$ cat config.mk
export PLATFORM = sky130hd
export DESIGN_NAME = codificador_4_2_reg
export DESIGN_NICKNAME = d
export VERILOG_FILES = /design/src/rtl/codificador_4_2_reg.sv
export SDC_FILE = /design/constraint.sdc
export NUM_CORES = 1
export LEC_CHECK = 0
export BUFFER_PORTS_ARGS = -buffer_cell sky130_fd_sc_hd__buf_2
export CAP_MARGIN = 20
export CORE_AREA = 2 2 39 41
export CTS_BUF_LIST = sky130_fd_sc_hd__clkbuf_8
export CTS_CLUSTER_DIAMETER = 150
export DETAILED_ROUTE_END_ITERATION = 10
export DIE_AREA = 0 0 41 43
export HOLD_SLACK_MARGIN = 0.1
export SLEW_MARGIN = 20
export SYNTH_ARGS = -nofsm -noshare
export SYNTH_HDL_FRONTEND = slang
export SYNTH_SLANG_ARGS = --single-unit
$ cat constraint.sdc
create_clock -name clk -period 1.6 [get_ports clk]
set_clock_uncertainty 0.05 [all_clocks]
set_input_delay 0.32 -clock clk [delete_from_list [all_inputs] [get_ports clk]]
set_output_delay 0.32 -clock clk [all_outputs]
set_load 0.01 [all_outputs]
$ cat src/rtl/codificador_4_2_reg.sv
// Registered 4->2 priority encoder with presence/error flags and a 1-entry valid/ready output buffer.
// Optional saturating error counter enabled by defining CODIF_CONT_ERRO_EN.
module codificador_4_2_reg #(
  parameter int unsigned PRIO_ALTA = 1,
  parameter int unsigned W_CONT    = 8
) (
  input  logic              clk,
  input  logic              rst,
  input  logic              Y0,
  input  logic              Y1,
  input  logic              Y2,
  input  logic              Y3,
  input  logic              C,
  input  logic              in_valid,
  output logic              in_ready,
  output logic              A,
  output logic              B,
  output logic              V,
  output logic              ERR,
  output logic              f2,
  output logic              f3,
  output logic              out_valid,
  input  logic              out_ready,
  output logic [W_CONT-1:0] err_cont
);

  localparam int unsigned W_IDX = 2;

  typedef enum logic {
    VAZIO = 1'b0,
    CHEIO = 1'b1
  } estado_t;

  estado_t          state_q, state_d;
  logic [3:0]       y_c;
  logic [W_IDX-1:0] idx_c;
  logic             pres_c;
  logic             multi_c;
  logic             accept_c;
  logic             drain_c;

  logic             a_q, a_d;
  logic             b_q, b_d;
  logic             v_q, v_d;
  logic             err_q, err_d;
  logic             c_q, c_d;

  assign y_c = {Y3, Y2, Y1, Y0};

  // Priority encode; PRIO_ALTA selects whether the highest or lowest active line wins.
  always_comb begin
    idx_c = W_IDX'(0);
    if (PRIO_ALTA != 0) begin
      casez (y_c)
        4'b1???: idx_c = W_IDX'(3);
        4'b01??: idx_c = W_IDX'(2);
        4'b001?: idx_c = W_IDX'(1);
        default: idx_c = W_IDX'(0);
      endcase
    end else begin
      casez (y_c)
        4'b???1: idx_c = W_IDX'(0);
        4'b??10: idx_c = W_IDX'(1);
        4'b?100: idx_c = W_IDX'(2);
        4'b1000: idx_c = W_IDX'(3);
        default: idx_c = W_IDX'(0);
      endcase
    end
  end

  // Clearing the lowest set bit leaves something only if two or more lines are active.
  assign pres_c  = |y_c;
  assign multi_c = |(y_c & (y_c - 4'd1));

  // Ready passes through from the consumer so a full buffer refills while draining.
  assign in_ready = ~rst & ((state_q == VAZIO) | out_ready);
  assign accept_c = in_valid & in_ready;
  assign drain_c  = (state_q == CHEIO) & out_ready;

  always_ff @(posedge clk or posedge rst) begin
    if (rst) begin
      state_q <= VAZIO;
    end else begin
      state_q <= state_d;
    end
  end

  always_comb begin
    state_d = state_q;
    unique case (state_q)
      VAZIO: begin
        if (accept_c) begin
          state_d = CHEIO;
        end
      end
      CHEIO: begin
        if (drain_c && !accept_c) begin
          state_d = VAZIO;
        end
      end
      default: state_d = VAZIO;
    endcase
  end

  // Result registers load only on accept, so they hold under backpressure.
  always_comb begin
    a_d   = a_q;
    b_d   = b_q;
    v_d   = v_q;
    err_d = err_q;
    c_d   = c_q;
    if (accept_c) begin
      a_d   = idx_c[1];
      b_d   = idx_c[0];
      v_d   = pres_c;
      err_d = multi_c;
      c_d   = C;
    end
  end

  always_ff @(posedge clk or posedge rst) begin
    if (rst) begin
      a_q   <= 1'b0;
      b_q   <= 1'b0;
      v_q   <= 1'b0;
      err_q <= 1'b0;
      c_q   <= 1'b0;
    end else begin
      a_q   <= a_d;
      b_q   <= b_d;
      v_q   <= v_d;
      err_q <= err_d;
      c_q   <= c_d;
    end
  end

  assign A         = a_q;
  assign B         = b_q;
  assign V         = v_q;
  assign ERR       = err_q;
  assign out_valid = (state_q == CHEIO);
  assign f2        = v_q & ~b_q;
  assign f3        = v_q & ~c_q & (a_q ^ b_q);

`ifdef CODIF_CONT_ERRO_EN
  logic [W_CONT-1:0] cnt_q, cnt_d;

  // Saturating count of accepted multi-hot words.
  always_comb begin
    cnt_d = cnt_q;
    if (accept_c && multi_c && (cnt_q != {W_CONT{1'b1}})) begin
      cnt_d = cnt_q + W_CONT'(1);
    end
  end

  always_ff @(posedge clk or posedge rst) begin
    if (rst) begin
      cnt_q <= '0;
    end else begin
      cnt_q <= cnt_d;
    end
  end

  assign err_cont = cnt_q;
`else
  assign err_cont = '0;
`endif

endmodule

==> summary by stage, run 1 <==
Job
The tool flagged a number of max-cap violations equal to 0.

Placed design
Summed over all nets, the half-perimeter wirelength after detailed placement is between 500 and 600 um. Once placement completed, the tool counted placed cells totaling between 60 and 70. The final weighted congestion of routability-driven global placement is between 0.6 and 0.7. Input and output buffers added on the ports amount to 16.

Worst setup path
The path depth of the worst reg2reg path is 3. At the worst endpoint, the arrival time is between 1 and 1.5 ns. STA classifies the critical path startpoint as a register. The worst register-to-register path begins at out_valid. The setup slack of the most critical reg-to-reg path is between 0.15 and 0.2 ns. The critical path in this run is classified as register to primary output. The critical path goes through xnor2_1 > nor3b_1 > buf_2.

The worst setup path is captured at a primary output. The maximum cell stage delay along the critical path is roughly 0.41 ns. The endpoint of the worst-slack reg-to-reg timing path is c_q. Data on the critical path is required at its endpoint by between 1 and 1.5 ns. The critical path's slowest cell is dfrtp_1. The maximum net fanout on the critical path is 4.

Hold path
In this run the worst hold path is classified as input pin to register. The count of cells along the worst hold path is 2. The worst hold path terminates at c_q.

In this run the most critical hold path is launched from C.

Global route
The number of antenna violations at the first check in global routing was 0. The global-route wire length before repair is 972 um. The maximum number of pins on one net before global-route repair is 7. The global-route layer with the greatest usage is met2. The global routing usage on met3 is under 10%. The final global-route overflow total is 0. The met2 demand-to-capacity share in global routing is between 10% and 20%.

The global-route track usage on met1 is between 10% and 20%. For this run, the total global-route usage over all layers was measured as around 9%. The number of global-route vias before repair came to 240.

Cells and area
The total number of nets in the final design is 68. The number of antenna repair diodes is 0. The count of non-filler cells in the finished layout is 73. The area taken by flip-flops and latches is around 150 um2.

The area growth from synthesis to layout is 30.7%. The share of cells above drive strength 1 is 40.4%. The multi-input gate area in the final layout is 180 um2. The fill cell total of the finished layout is 147.

Logic synthesis
The total standard cell area after synthesis is 383 um2. After synthesis, flip-flops and latches occupy around 40% of the total area. By area the synthesized netlist is led by dfrtp_1, buf_4, mux2i_1. The number of different library cells in the post-synthesis netlist is 18.

Of all flip-flops after synthesis, the portion carrying an async set or reset was between 90% and 100%. The number of enable-type register cells in the synthesized netlist is 0. The main flop type after synthesis is dfrtp_1. The cell taking the most area after synthesis is dfrtp_1. In this run, synthesis produced a sequential element count of 6. The average footprint of a synthesized cell is a little over 10 um2. The top-area cell type share of the netlist area is ~40%. The commonest cells after synthesis are buf_4, dfrtp_1, inv_1, mux2i_1. The Yosys warning count is 0. The synthesized instance count is 38. Among all cell types in the netlist, the one instantiated most often is buf_4.

Timing
Static timing analysis puts the maximum clock frequency at ~690 MHz. The final worst hold slack is about 0.29 ns. The final critical-path required period is 1.45 ns. The number of endpoints with negative hold slack in the final report is 0. The final number of max-transition violations is 0. Setup repair after global routing left no endpoint under its margin. Setup violations remaining at the end of the flow were counted as 0. The worst path uses roughly nine tenths of the clock period.

After routing, the total negative slack on setup checks comes to 0 ns.

Routing
In the routed design, unresolved DRC markers number 0. The number of optimization iterations in the first detailed-route pass is 2. The post-detailed-routing wire length is 648 um. After the first detailed-routing iteration, the DRC count stood at 2. The residual antenna-violating net count after detailed routing is 0. In the routed layout, each cell is associated on average with a via count of just under 4. The number of vias in the routed layout is roughly 290. The routed length per instance is 8.88 um.

Clocking
The later-pin clock latency in the skew report is ~0.22 ns. The clock sink count is 6. The H-tree depth is 1. The clock tree from TritonCTS is built. After clock tree synthesis, the clock-pin slew on the worst setup and hold paths is 0.04 ns. The number of buffers between clock root and the deepest sink is 2. The number of clock buffers added by TritonCTS is 3. The post-CTS repair timing setup buffer count is 0.

The master cell of the clock root buffer is clkbuf_8.

Pwr
The clock network fraction of total power is between 40% and 50%. The cell-internal power is 0.000399 W. The share of total power dissipated in combinational logic is a little under a quarter. For this design the static power due to leakage is 0.261 nW. In this run the power spent charging and discharging nets is 0.000146 W. The maximum vdd ir drop is between 0.4 and 0.5 mV. The sequential power share is around a third. The power density over cell area is around 1100 nW/um2.

Net switching is between 20% and 30% of the power. The overall power after layout is between 0.0005 and 0.0006 W.

Floorplanning
The area of the core region is between 1000 and 1500 um2. In this run the core area contains 14 standard-cell rows. The floorplan step defined a die boundary enclosing around 1800 um2. The floorplan step set the die height to between 40 and 50 um. The die is about 40 um wide.

The number of primary I/O pins is 25. For this configuration, the core starts out at a cell density of between 20% and 30%.

Outcome
The flow ran to the end, and the final reports show no timing, DRC or antenna violations.
-- cells in the final DEF, fill, tap and decap left out, drive strengths merged --
| cell type | count |
|---|---|
| xnor2 | 1 |
| nor3b | 2 |
| nor2b | 2 |
| or3 | 1 |
| dfrtp | 6 |
| conb | 8 |
| o21ai | 1 |
| mux2 | 2 |
| buf | 16 |
| or2 | 2 |
| inv | 5 |
| dlygate4sd3 | 1 |
| mux2i | 3 |
| clkbuf | 3 |
| nor2 | 2 |
| a21oi | 1 |
| maj3 | 1 |
-- registers in the layout, indices dropped and copies added (netlist names) --
name       count
B              1
out_valid      1
c_q            1
A              1
ERR            1
V              1
-- cell type report --
class / instances / area share [%]
well taps: 16 / 4.00
repair buffers: 17 / 18.0
multi-input cells: 26 / 36.0
flip-flops and latches: 6 / 30.0
inverters: 5 / 3.75
clock buffers: 3 / 8.25
-- what timing repair did --
item | in CTS | in global routing
hold buffers | 1 | 0
endpoints found under the hold margin | 6 | 0
gates resized for setup | 0 | 0
-- worst max path at each step --
stage                          from  endpoint  slack [ns]  cells past startpoint
after CTS                         B        f3        0.12                      3
after floorplan           out_valid       c_q        0.18                      3
after global routing              B        f3        0.07                      3
after global placement           Y2         V        0.16                      4
final                             B        f3        0.15                      3
after detailed placement         Y2         V        0.16                      4
-- worst max-delay path: cells and delay by family (launching register included) --
| family | cells | cell delay (ns) |
|---|---|---|
| XOR/XNOR | 1 | 0.14 |
| AND/OR/NAND/NOR | 1 | 0.16 |
| buffers and inverters | 1 | 0.15 |
| flip-flops | 1 | 0.41 |
-- power groups by stage --
stage               clock network [W]  logic [W]  registers (W)
CTS                          0.000228   0.000129       0.000192
finish                       0.000226   0.000127       0.000192
global placement                    0   0.000126       0.000194
global route                 0.000237   0.000143       0.000195
floorplan                           0  0.0000829       0.000200
detailed placement                  0   0.000127       0.000194
-- metal layers --
layer  routed length [um]  vias up
met5                    0        -
met4                   19        0
li1                     -      143
met3                   60        2
met2                  303       14
met1                  265      127
-- cell families after synthesis --
group	synth area share [%]
flops	39.2
compound gates	2.61
xor+xnor	2.29
simple gates	17.0
mux	14.7
buf+inv	20.6
fa+ha+maj	2.61
other cells	0.979
-- through the flow --
stage	setup WS (ns)	area (um2)	utilization, %
6_report	0.148	500	36.2
5_1_grt	0.0683	500	36.2
4_1_cts	0.122	500	36.2
3_5_place_dp	0.162	449	32.5
3_3_place_gp	0.164	449	32.5
2_1_floorplan	0.182	409	-
(Power assumes the default switching activity.)
==> inputs of run 2 (changes only) <==
Settings changed: RECOVER_POWER from default to 25.
==> summary by stage, run 2 (same netlist as run 1, synthesis figures left out) <==
Job
The total of max-cap violations came to 0 (unchanged).

Cells and area
The number of antenna repair diodes is 0 (unchanged). The area growth from synthesis to layout is 30.4%. The leading cell type in the layout, fill and taps excluded is buf_2.

The top cell types in the final layout, fill and taps aside, are buf_2, conb_1, dfrtp_1, inv_1. The total number of nets in the final design is 68 (unchanged). The share of cells above drive strength 1 is 38.6% (-1.8 points).

Worst setup path
The data required time at the worst endpoint is 1.23 ns (about the same). The critical path buffer and inverter count is 1 (unchanged). The family with the most delay on the worst path is flip-flops. The worst setup path is of the register to primary output kind. The signal on the critical path passes through xnor2_1 > nor3b_1 > buf_2. The arrival time of the worst setup path is 1.08 ns (about the same). On the critical path, the stage with the largest delay is an instance of dfrtp_1. The kind of start point of the critical path is a register. The maximum net fanout on the critical path is 4 (unchanged).

The endpoint type of the worst setup path is a primary output. The maximum cell stage delay along the critical path is 0.41 ns (about the same).

Clocking
The post-CTS repair timing setup buffer count came to 0 (unchanged). The H-tree depth was 1 (unchanged). The clock tree from TritonCTS is built. The master cell of the clock root buffer is clkbuf_8. The number of buffers created by CTS is 3 (unchanged).

The clock sink count is 6 (unchanged). The clock edge transition at the registers on the reported setup and hold paths is 0.04 ns (about the same). The number of buffers between clock root and the deepest sink is 2 (unchanged). The later-pin clock latency in the skew report is 0.22 ns (about the same).

Outcome
The flow ran to the end, and the final reports show no timing, DRC or antenna violations.

Global route
The met2 demand-to-capacity share in global routing is 11.9% (unchanged). The number of antenna violations at the first check in global routing is 0 (unchanged). The global-route total usage across every layer is 8.80% (unchanged).

The maximum number of pins on one net before global-route repair is 7 (unchanged). The global routing usage on met3 is 3.14% (unchanged). The global-route wire length before repair came to 972 um (unchanged). The global-route layer with the greatest usage is met2. The global-route track usage on met1 is 10.2% (unchanged). The final global-route overflow total is 0 (unchanged). The number of global-route vias before repair is 240 (unchanged).

Timing
The fmax is 689 MHz (unchanged). The share of the clock period used by the worst path is 90.7% (unchanged). The final number of max-transition violations is 0 (unchanged). The final worst setup slack came to 0.148 ns (unchanged). The post-route setup TNS is 0 ns (unchanged).

The number of setup violations in the final report is 0 (unchanged). The final critical-path required period is 1.45 ns (unchanged). Setup repair after global routing left no endpoint under its margin. The number of endpoints with negative hold slack in the final report is 0 (unchanged).

Routing
The number of optimization iterations in the first detailed-route pass was 2 (unchanged). The residual antenna-violating net count after detailed routing is 0 (unchanged). The number of vias in the routed layout was 286 (unchanged). The routed length per instance is 8.85 um (-0.31%). The post-detailed-routing wire length is 646 um (-0.31%).

The routed via count divided by cell count came to 3.92 (unchanged). The iteration-0 DRC count of the detailed router came to 2 (unchanged). The count of unresolved DRC violations after routing is 0 (unchanged).

Floorplanning
The die area came to 1760 um2 (unchanged). The die height is 43 um (unchanged). The total number of placement rows is 14 (unchanged). The number of primary I/O pins was 25 (unchanged). The starting utilization of the core area is 27.7% (unchanged). The area of the core region came to 1380 um2 (unchanged). The die width was 41 um (unchanged).

Placed design
The placed wire-length estimate after detailed placement is 519 um (unchanged). The count of buffers from port buffering is 16 (unchanged). The post-place setup slack came to 0.162 ns (unchanged).

The final weighted congestion of routability-driven global placement is 0.650 (unchanged).

Hold path
The worst hold path belongs to the class input pin to register.

Pwr
The power density over cell area was 1090 nW/um2 (+0.18%). The maximum vdd ir drop is 0.499 mV (about the same). The static leakage is 0.258 nW (-1.1%).
## run 2: layer usage
metal / vias up / wire (um)
met1: 127 / 264
met5: - / 0
li1: 143 / -
met3: 2 / 59
met4: 0 / 19
met2: 14 / 303
## run 2: metrics by stage
stage	util (%)	hold slack, ns	power [W]	cells	cell area (um2)
finish	36.1	0.287	0.000544	73	499
global route	36.1	0.299	0.000575	73	499
CTS	36.2	0.294	0.000550	73	500
detailed placement	32.5	0.235	0.000321	69	449
global placement	32.5	0.233	0.000320	69	449
floorplan	-	0.0610	0.000283	45	409
## run 2: area by class of cell
cell class	instances	area, um2
tap	16	20.0
multi-input combinational	26	180
clock buffer	3	41.3
sequential	6	150
fill	148	885
timing repair buffer	17	88.8
inverter	5	18.8
## run 2: timing repair
item / in CTS / in global routing
endpoints found under the hold margin: 6 / 0
resized for setup: 0 / 0
hold buffers: 1 / 0
## run 2: final timing paths
kind	from	endpoint	slack, ns	cells after the start
worst max-delay path	B	f3	0.15	3
worst min-delay path	C	c_q	0.29	2
worst max register to register	out_valid	c_q	0.18	3
worst min register to register	c_q	c_q	0.46	1
max in group asynchronous	rst	out_valid	0.74	3
min in group asynchronous	rst	V	0.57	3
## run 2: worst reg2reg max path, cell delays in order, from the launching register on
cell	delay, ns
dfrtp_1	0.36
nor2b_1	0.17
nor3b_4	0.35
mux2_2	0.38
## run 2: power by group
group          switching (W)  total (W)  leakage (nW)  internal [W]
Combinational      0.0000644   0.000126         0.171     0.0000617
Clock              0.0000646   0.000226        0.0216      0.000162
Sequential         0.0000167   0.000192        0.0653      0.000175
Total               0.000146   0.000544         0.258      0.000399
==> inputs of run 3 (changes only) <==
Settings changed: CORE_AREA 2 2 39 41 to 8 8 45 47, DIE_AREA 0 0 41 43 to 0 0 53 55.
==> summary by stage, run 3 (same netlist as run 1, synthesis figures left out) <==
Outcome
The run finished with clean final reports.

Cells and area
The fill cell total of the finished layout is 157 (+6.1%). The share of cells above drive strength 1 is 40.4% (+1.8 points). The total number of nets in the final design is 68 (unchanged). The library cells used most frequently in the layout, excluding fill and tap cells, are buf_2, conb_1, dfrtp_1, inv_1. The area growth from synthesis to layout is 31.7%.

The leading cell type in the layout, fill and taps excluded is buf_2. The number of antenna repair diodes came to 0 (unchanged). The count of non-filler cells in the finished layout was 73 (unchanged).

Global route
The final global-route overflow total is 0 (unchanged). The global-route total usage across every layer was 6.25% (-2.5 points). The global-route wire length before repair is 1.29 mm (+33%). The number of global-route vias before repair is 310 (+29%).

The maximum number of pins on one net before global-route repair was 7 (unchanged). The number of antenna violations at the first check in global routing came to 0 (unchanged).

Floorplanning
The number of primary I/O pins is 25 (unchanged). The die height is 55 um (+28%). The area of the core region is 1380 um2 (unchanged). The die width is 53 um (+29%). The die area was 2920 um2 (+65%). The starting utilization of the core area is 27.7% (unchanged). The total number of placement rows is 14 (unchanged).

Placed design
The cell total after placement is 69 (unchanged). The count of buffers from port buffering is 16 (unchanged). The final weighted congestion of routability-driven global placement is 0.648 (-0.25%).

Routing
The post-detailed-routing wire length was 771 um (+19%). The number of vias in the routed layout is 288 (+0.70%). The routed length per instance is 10.6 um (+19%). The residual antenna-violating net count after detailed routing was 0 (unchanged). The iteration-0 DRC count of the detailed router came to 3 (+1). The count of unresolved DRC violations after routing is 0 (unchanged). The routed via count divided by cell count is 3.95 (+0.70%). The number of optimization iterations in the first detailed-route pass was 2 (unchanged).

Timing
The share of the clock period used by the worst path came to 89.8% (-0.94 points). The post-route setup TNS came to 0 ns (unchanged). The number of endpoints with negative hold slack in the final report is 0 (unchanged). The final critical-path required period came to 1.44 ns (-0.0150 ns). The fmax is 696 MHz (+1.0%). The final number of max-transition violations was 0 (unchanged). Setup repair after global routing left no endpoint under its margin. The number of setup violations in the final report is 0 (unchanged).

Worst setup path
The maximum net fanout on the critical path is 6 (+2). The worst setup path is of the register to register kind. The arrival time of the worst setup path is 1.49 ns (+0.41 ns). The data required time at the worst endpoint came to 1.65 ns (+0.42 ns). The endpoint type of the worst setup path is a register. The setup slack of the most critical reg-to-reg path is 0.16 ns (-0.02 ns).

The kind of start point of the critical path is a register.

Pwr
The part of the total power dissipated in combinational logic is 23.9% (+0.7 points). The clock network fraction of total power is 41.0% (-0.6 points). The cell-internal power is 0.000401 W (+0.52%). The power density over cell area came to 1090 nW/um2 (-0.16%). The net switching power is 0.000148 W (+1.7%). The maximum vdd ir drop is 0.401 mV (-20%). The sequential power share is 35.1% (-0.2 points).

The fraction of power spent switching nets is 27.0% (+0.23 points). The static leakage is 0.260 nW (+0.91%).

Clocking
The number of buffers between clock root and the deepest sink was 2 (unchanged). The root buffer cell chosen for the clock tree is clkbuf_8. The clock edge transition at the registers on the reported setup and hold paths is 0.04 ns (about the same). The number of buffers created by CTS came to 3 (unchanged). The later-pin clock latency in the skew report was 0.22 ns (about the same). The clock tree from TritonCTS is built.

The H-tree depth is 1 (unchanged). The clock sink count came to 6 (unchanged).

Hold path
The path class of the tightest hold or removal check is input pin to register.

Job
The total of max-cap violations is 0 (unchanged).
==> run 3: cell counts in the layout (fill, tap and decap cells not counted) <==
No cell type changed its count.
==> run 3: worst paths after layout <==
kind | startpoint | to | depth (start not counted)
max | out_valid | c_q | 3
min | C | c_q | 2
max reg2reg | out_valid | c_q | 3
min reg2reg | ERR | ERR | 2
max in group asynchronous | rst | V | 3
min in group asynchronous | rst | A | 3
==> run 3: area by class of cell <==
class | count | area [um2] | area share, %
Sequential cell | 6 | 150 | 29.8
Clock buffer | 3 | 41.3 | 8.19
Timing Repair Buffer | 17 | 88.8 | 17.6
Inverter | 5 | 18.8 | 3.72
Tap cell | 16 | 20.0 | 3.97
Multi-Input combinational cell | 26 | 185 | 36.7
==> run 3: worst max-delay path, stage by stage, from the launching register on <==
cell     delay [ns]
dfrtp_1        0.37
nor2b_1        0.17
nor3b_4        0.36
mux2_2         0.37
==> run 3: routing by layer <==
layer / vias up / wire length [um] / track usage (%)
met4: 0 / 13 / 5.17
met1: 128 / 329 / 6.29
met2: 15 / 356 / 9.96
met3: 2 / 71 / 2.67
met5: - / 0 / 0
li1: 143 / - / -
==> run 3: timing repair <==
item,in CTS,in global routing
setup buffers,0,0
endpoints found under the setup margin,0,1
gates resized for setup,0,1
hold buffers,1,0
endpoints found under the hold margin,6,0
==> run 3: power by group through the flow <==
stage                     clock [W]  combinational [W]  sequential, W
after global placement            0           0.000129       0.000194
after detailed placement          0           0.000129       0.000194
after floorplan                   0          0.0000829       0.000200
after CTS                  0.000231           0.000131       0.000192
after global routing       0.000242           0.000149       0.000198
final                      0.000225           0.000131       0.000193
==> run 3: through the flow <==
step / instance area (um2) / utilization (%) / hold WS, ns / total power [W] / setup WS, ns
floorplan: 409 / - / 0.0610 / 0.000283 / 0.182
global placement: 449 / 32.5 / 0.229 / 0.000323 / 0.165
detailed placement: 449 / 32.5 / 0.239 / 0.000323 / 0.144
CTS: 500 / 36.2 / 0.282 / 0.000554 / 0.124
global route: 504 / 36.4 / 0.287 / 0.000589 / 0.0591
finish: 504 / 36.4 / 0.282 / 0.000549 / 0.163
